===== src/rtl/stream_sink_fifo.sv =====
// Strobe-in / valid-ready-out FIFO with a sticky overflow flag on words dropped while full.
// Optional drop counter: define STREAM_SINK_FIFO_DROPCNT_EN to add output dropCnt.
module stream_sink_fifo #(
  parameter int WIDTH = 32,
  parameter int DEPTH = 4,
  localparam int LW = $clog2(DEPTH) + 1
) (
  input  logic             clk,
  input  logic             resetb,
  input  logic             enIn,
  input  logic [WIDTH-1:0] dataIn,
  output logic             validOut,
  input  logic             readyIn,
  output logic [WIDTH-1:0] dataOut,
  output logic [LW-1:0]    level,
  output logic             ovf,
  input  logic             ovfClr
`ifdef STREAM_SINK_FIFO_DROPCNT_EN
  ,
  output logic [15:0]      dropCnt
`endif
);

  localparam int PW = $clog2(DEPTH);
  localparam logic [LW-1:0] FULL_LEVEL = LW'(DEPTH);

  logic [WIDTH-1:0] mem [DEPTH];
  logic [PW-1:0]    wrPtr;
  logic [PW-1:0]    rdPtr;
  logic             full;
  logic             push;
  logic             pop;
  logic             drop;

  assign full     = (level == FULL_LEVEL);
  assign validOut = (level != '0);
  assign pop      = validOut & readyIn;
  // A pop frees the slot this same edge, so a full FIFO can still take a word.
  assign push     = enIn & (~full | pop);
  assign drop     = enIn & full & ~pop;
  assign dataOut  = mem[rdPtr];

  always_ff @(posedge clk or negedge resetb) begin
    if (!resetb) begin
      for (int i = 0; i < DEPTH; i++) mem[i] <= '0;
    end else if (push) begin
      mem[wrPtr] <= dataIn;
    end
  end

  always_ff @(posedge clk or negedge resetb) begin
    if (!resetb) begin
      wrPtr <= '0;
      rdPtr <= '0;
      level <= '0;
    end else begin
      if (push) wrPtr <= wrPtr + 1'b1;
      if (pop)  rdPtr <= rdPtr + 1'b1;
      case ({push, pop})
        2'b10:   level <= level + 1'b1;
        2'b01:   level <= level - 1'b1;
        default: level <= level;
      endcase
    end
  end

  // Set dominates clear so a drop coinciding with ovfClr is never lost.
  always_ff @(posedge clk or negedge resetb) begin
    if (!resetb)     ovf <= 1'b0;
    else if (drop)   ovf <= 1'b1;
    else if (ovfClr) ovf <= 1'b0;
  end

`ifdef STREAM_SINK_FIFO_DROPCNT_EN
  function automatic logic [15:0] satInc16(input logic [15:0] v);
    return (v == 16'hFFFF) ? v : v + 16'd1;
  endfunction

  always_ff @(posedge clk or negedge resetb) begin
    if (!resetb) begin
      dropCnt <= '0;
    end else if (drop) begin
      dropCnt <= ovfClr ? 16'd1 : satInc16(dropCnt);
    end else if (ovfClr) begin
      dropCnt <= '0;
    end
  end
`endif

endmodule


===== config.mk =====
export PLATFORM = sky130hd
export DESIGN_NAME = stream_sink_fifo
export DESIGN_NICKNAME = d
export VERILOG_FILES = /design/src/rtl/stream_sink_fifo.sv
export SDC_FILE = /design/constraint.sdc
export NUM_CORES = 1
export LEC_CHECK = 0
export CAP_MARGIN = 10
export CORE_UTILIZATION = 56
export CTS_CLUSTER_DIAMETER = 100
export CTS_CLUSTER_SIZE = 8
export DETAILED_ROUTE_END_ITERATION = 16
export MAX_ROUTING_LAYER = met4
export PLACE_DENSITY = 0.8
export SLEW_MARGIN = 40
export SYNTH_ARGS = -nofsm -noshare
export SYNTH_HDL_FRONTEND = slang
export SYNTH_SLANG_ARGS = --single-unit

===== constraint.sdc =====
create_clock -name clk -period 2.7 [get_ports clk]
set_clock_uncertainty 0.2 [all_clocks]
set_input_delay 0.54 -clock clk [delete_from_list [all_inputs] [get_ports clk]]
set_output_delay 0.54 -clock clk [all_outputs]
set_load 0.03 [all_outputs]

[Word-level counts from Yosys, hierarchy flattened]
Cells that the tools add are included.
Word-level totals
  output and inout bits: 37
  bits of input ports: 37
  word-level logic and storage cells: 40
  bits in registers: 136
Operators by class
  equality and inequality tests: 3
  add/subtract/negate cells: 4
  bitwise logic cells: 9
  order comparisons: 3
  muxes and demuxes: 9
  reductions and logical operators: 4
Operators with widths (number)
  $bwmux 128: 1
  $mux 32: 3
  $bmux 32 s2: 1
  $demux 32 s2: 1
  $ge 3x3->1 const B: 2
  $not 2->3: 2
  $pmux 3 s2: 1
  $add 2x1->2 const B: 2
  $and 1x1->1: 4
  $reduce_bool 2->1: 2
  $add 3x1->3 const B: 1
  $eq 3x3->1 const B: 1
  $lt 3x1->1 const B: 1
  $reduce_bool 3->1: 1
  $sub 3x1->3 const B: 1
  $eq 2x1->1 const B: 1
  $eq 2x2->1 const B: 1
  $mux 1: 2
  $not 1->1: 2
  $logic_and 1x1->1: 1
  $or 1x1->1: 1

[Depth between registers and ports, before layout]
  word-level depth: 6
  depth in mapped cells: 7
  depth with buffers taken out: 7

[Least setup slack after synthesis]
OpenSTA, ideal clock, no wires.
  kind: reg-to-reg
  from: register level[0]
  to: register level[1]
  arrival time: 2299 ps
  setup time: 87 ps
  clock period less this slack: 2586 ps
  required time: 2413 ps
  buffers on the path: 0
  setup slack: 114 ps
  cell stages (with the launch flop): 8
  path through: dfrtp_1 or3_1 nand2_1 or2_2 fa_1 o21ba_2 o211ai_1 a22oi_1
On the way
  longest elaborated chain between the ends: 6
  elaborated cells on any way between the ends: 12
  classes of those cells: add/sub: 2; eq/ne: 3; mux: 1; bitwise: 4; reduce/logical: 2
Ends and longest elaborated chain
  start: declaration: line 15  | output logic [LW-1:0] level,
  start signal: assignment: line 60  | 2'b10: level <= level + 1'b1;
  start signal: assignment: line 61  | 2'b01: level <= level - 1'b1;
  start signal: assignment: line 62  | default: level <= level;
  $reduce_bool 3->1 *: line 36  | assign validOut = (level != '0);
  net validOut: line 12  | output logic validOut,
  $and 1x1->1 *: line 37  | assign pop = validOut & readyIn;
  $or 1x1->1: line 39  | assign push = enIn & (~full | pop);
  $and 1x1->1: line 39
  $eq 2x1->1 / $eq 2x2->1 (equally long branches): line 59  | case ({push, pop})
  $pmux 3 s2 / $reduce_bool 2->1 (equally long branches)
Mark *: on every way through the listed nets, which the timed path passes. The rest lies on a longest branch.
A chain may end at the register's enable or synchronous reset.

[Worst setup path in the final report]
  from: register rdPtr[0]
  to: output dataOut[21]
On the way
  longest elaborated chain between the ends: 4
Ends and longest elaborated chain
  start: declaration: line 29  | logic [PW-1:0] rdPtr;
  start signal: assignment: line 58  | if (pop) rdPtr <= rdPtr + 1'b1;
  $not 2->3 (implied by the code): line 41  | assign dataOut = mem[rdPtr];
  $bmux 32 s2: line 41
  $mux 32 (implied by the code) (2 in a row): line 41
  end: declaration: line 14  | output logic [WIDTH-1:0] dataOut,
No other way between the ends. The select of a mux whose other input is x is not followed.

==> results.py <==
metrics = {
    "synthesis": {
        "synthCells": 366,
        "ys.flop_type": "dfrtp_1",
        "synth_area_leader_cell": "dfrtp_1",
        "synth.top_cell.area_share_pct": 56.0,
        "synth_area_um2": 6080,
        "yosysWarnings": 0,
        "ys_seq_area_share_pct": 56.0,
        "avgSynthCellArea_um2": 16.6,
        "synth-edff-count": 0,
        "ys_top_cells_by_area": "dfrtp_1, mux2_2, mux4_2, buf_6, ha_1",
        "syn_nets": 408,
        "ys_types": 28,
        "synth-seq-cells": 136,
        "async_reset_ff_share_pct": 100,
    },
    "sta": {
        "fin_ws_ns": 0.00930,
        "tightest_slew_ns": 0.528,
        "clock.fmax_ghz": 0.372,
        "hold_violations": 0,
        "min_period_ns": 2.69,
        "setup_viol": 0,
        "slew_viol_final": 0,
        "slew_headroom_pct": 64.8,
        "fin_crit_sh_pct": 99.7,
        "grt_setup_unrepaired": "yes",
    },
    "clocking": {
        "cts_tree": "yes",
        "cts.sinks": 136,
        "cts.htree.levels": 4,
        "clockRootBuffer": "clkbuf_8",
        "clkTransAtPathRegs_ns": 0.06,
        "clk_latency_ns": 0.51,
        "cts_buffers": 17,
        "clockBufferDepth": 2,
    },
    "floorplanning": {
        "start_util_pct": 58.4,
        "core.rowCount": 37,
        "io_pins": 74,
        "die_area_um2": 11300,
        "die_x_um": 106,
        "core_area_um2": 10400,
        "die_h_um": 106,
    },
    "placement": {
        "dp.cells": 570,
        "post_dp_cell_area_um2": 7100,
        "place_ws_ns": 0.0387,
        "dp_hpwl_mm": 7.21,
        "port_buffers": 73,
        "place_congestion": 0.727,
    },
    "critical_path": {
        "path_class": "flop to output port",
        "cp_data_required_time_ns": 1.96,
        "worstPathArrival_ns": 1.95,
        "start_kind": "flop",
        "cp-end-kind": "output port",
        "crit_fanout": 11,
    },
    "pwr": {
        "p_leak_nw": 3.22,
        "ir_drop_mv": 0.964,
        "cellPowerDensity_nw_per_um2": 1470,
    },
    "global_routing": {
        "grt_use_total_pct": 25.1,
        "overflow": 0,
        "grt_first_pass_wirelength_mm": 20.4,
        "grt_pass1_vias": 3921,
        "grt_max_degree": 61,
        "antenna_found_initial": 0,
    },
    "finish": {
        "fin_nets": 501,
        "final_cell_mix": "dfrtp_1, mux2_2, clkdlybuf4s50_1, mux4_2, buf_2",
        "diodes": 0,
        "layout-drive-gt1-share_pct": 54.4,
        "fillers": 648,
        "layout_commonest_cell": "dfrtp_1",
        "fin_area_um2": 7710,
        "syn_to_final_growth_pct": 26.8,
        "fin_cells": 608,
    },
    "route": {
        "routed-via-count": 3521,
        "routed_wl_mm": 12.2,
        "drt_iter0_markers": 121,
        "post_drt_via_cell_ratio": 5.79,
        "drt-pass1-iter-count": 4,
        "detail-route-antenna-nets": 0,
        "drc": 0,
        "wl_per_cell_um": 20.1,
    },
    "run": {
        "cap_violations": 0,
    },
    "status": {
        "status": "finished, final reports clean",
    },
    "min_path": {
        "min_path_type": "flop to flop",
    },
}
final timing paths:
kind / cells after the start / slack (ns) / from / to
setup / recovery: 4 / 0.009 / rdPtr[0] / dataOut[21]
hold / removal: 1 / 0.30 / mem[48] / mem[48]
min in group asynchronous: 2 / 0.36 / resetb / mem[126]
hold reg to reg: 1 / 0.30 / mem[48] / mem[48]
setup reg to reg: 7 / 0.25 / level[1] / level[1]
max in group asynchronous: 3 / 1.22 / resetb / mem[99]
stage by stage:
| stage | setup TNS, ns | power [W] | hold slack [ns] | utilization, % |
|---|---|---|---|---|
| after global placement | 0 | 0.00898 | 0.283 | 68.2 |
| after detailed placement | 0 | 0.00917 | 0.290 | 68.2 |
| after floorplan | 0 | 0.00729 | 0.0444 | - |
| final | 0 | 0.0114 | 0.300 | 74.0 |
| after global routing | -1.00 | 0.0119 | 0.314 | 74.0 |
| after CTS | -0.462 | 0.0115 | 0.303 | 74.0 |
final cells by class:
type | instances | area [um2] | area share [%]
well taps | 136 | 170 | 2.21
repair buffers | 96 | 981 | 12.7
inverters | 5 | 18.8 | 0.243
multi-input cells | 203 | 2510 | 32.5
clock buffers | 18 | 428 | 5.55
clock inverters | 14 | 198 | 2.56
flip-flops and latches | 136 | 3410 | 44.2
metal layers:
| metal | part of all wire [%] | vias to the layer above | global-route usage, % | wire length, um |
|---|---|---|---|---|
| li1 | - | 1555 | - | - |
| met1 | 43 | 1878 | 31.8 | 5270 |
| met2 | 52 | 74 | 40.1 | 6330 |
| met3 | 3.7 | 14 | 6.38 | 456 |
| met4 | 1.2 | 0 | 7.74 | 142 |
| met5 | 0 | - | - | 0 |
report_power, final:
group          internal, W  switching, W  leakage (nW)
logic              0.00274       0.00253          1.32
registers          0.00309      0.000578          1.61
clock network      0.00153      0.000891         0.290
total              0.00737       0.00400          3.22
flip-flops by register name (all words and copies together) (netlist names):
register  cells
mem         128
ovf           1
wrPtr         2
level         3
rdPtr         2
synth_stat cells (2+ instances only):
cell type,n
dfrtp_1,136
mux2_2,129
mux4_2,32
buf_6,12
nand2_1,7
nor2_1,7
buf_2,5
inv_1,5
clkbuf_1,4
ha_1,4
nand3_1,3
xnor2_1,3
nand2b_1,2
o21ai_0,2
xor2_1,2
worst max-delay path, cell delays in order (launching register included):
cell	delay, ns
dfrtp_2	0.42
buf_4	0.14
buf_12	0.15
mux4_2	0.54
buf_2	0.20
cells by family (layout without fill, tap and decap cells):
| kind of cell | count (synthesis) | count (layout) | share of synthesized area, % |
|---|---|---|---|
| flops | 136 | 136 | 56.0 |
| fa+ha+maj | 5 | 5 | 1.15 |
| compound gates | 8 | 8 | 0.988 |
| simple gates | 24 | 24 | 2.14 |
| xor+xnor | 5 | 5 | 0.721 |
| buf+inv | 27 | 133 | 3.25 |
| mux | 161 | 161 | 35.8 |
timing repair:
action / 4_1_cts / 5_1_grt
gates cloned: 1 / 0
hold buffers: 1 / 0
buffers inserted: 3 / 1
resized for setup: 158 / 2
endpoints found under the hold margin: 56 / 0
pin swaps: 0 / 0
endpoints found under the setup margin: 33 / 21
Note: power is estimated with default switching activity, not from simulation.
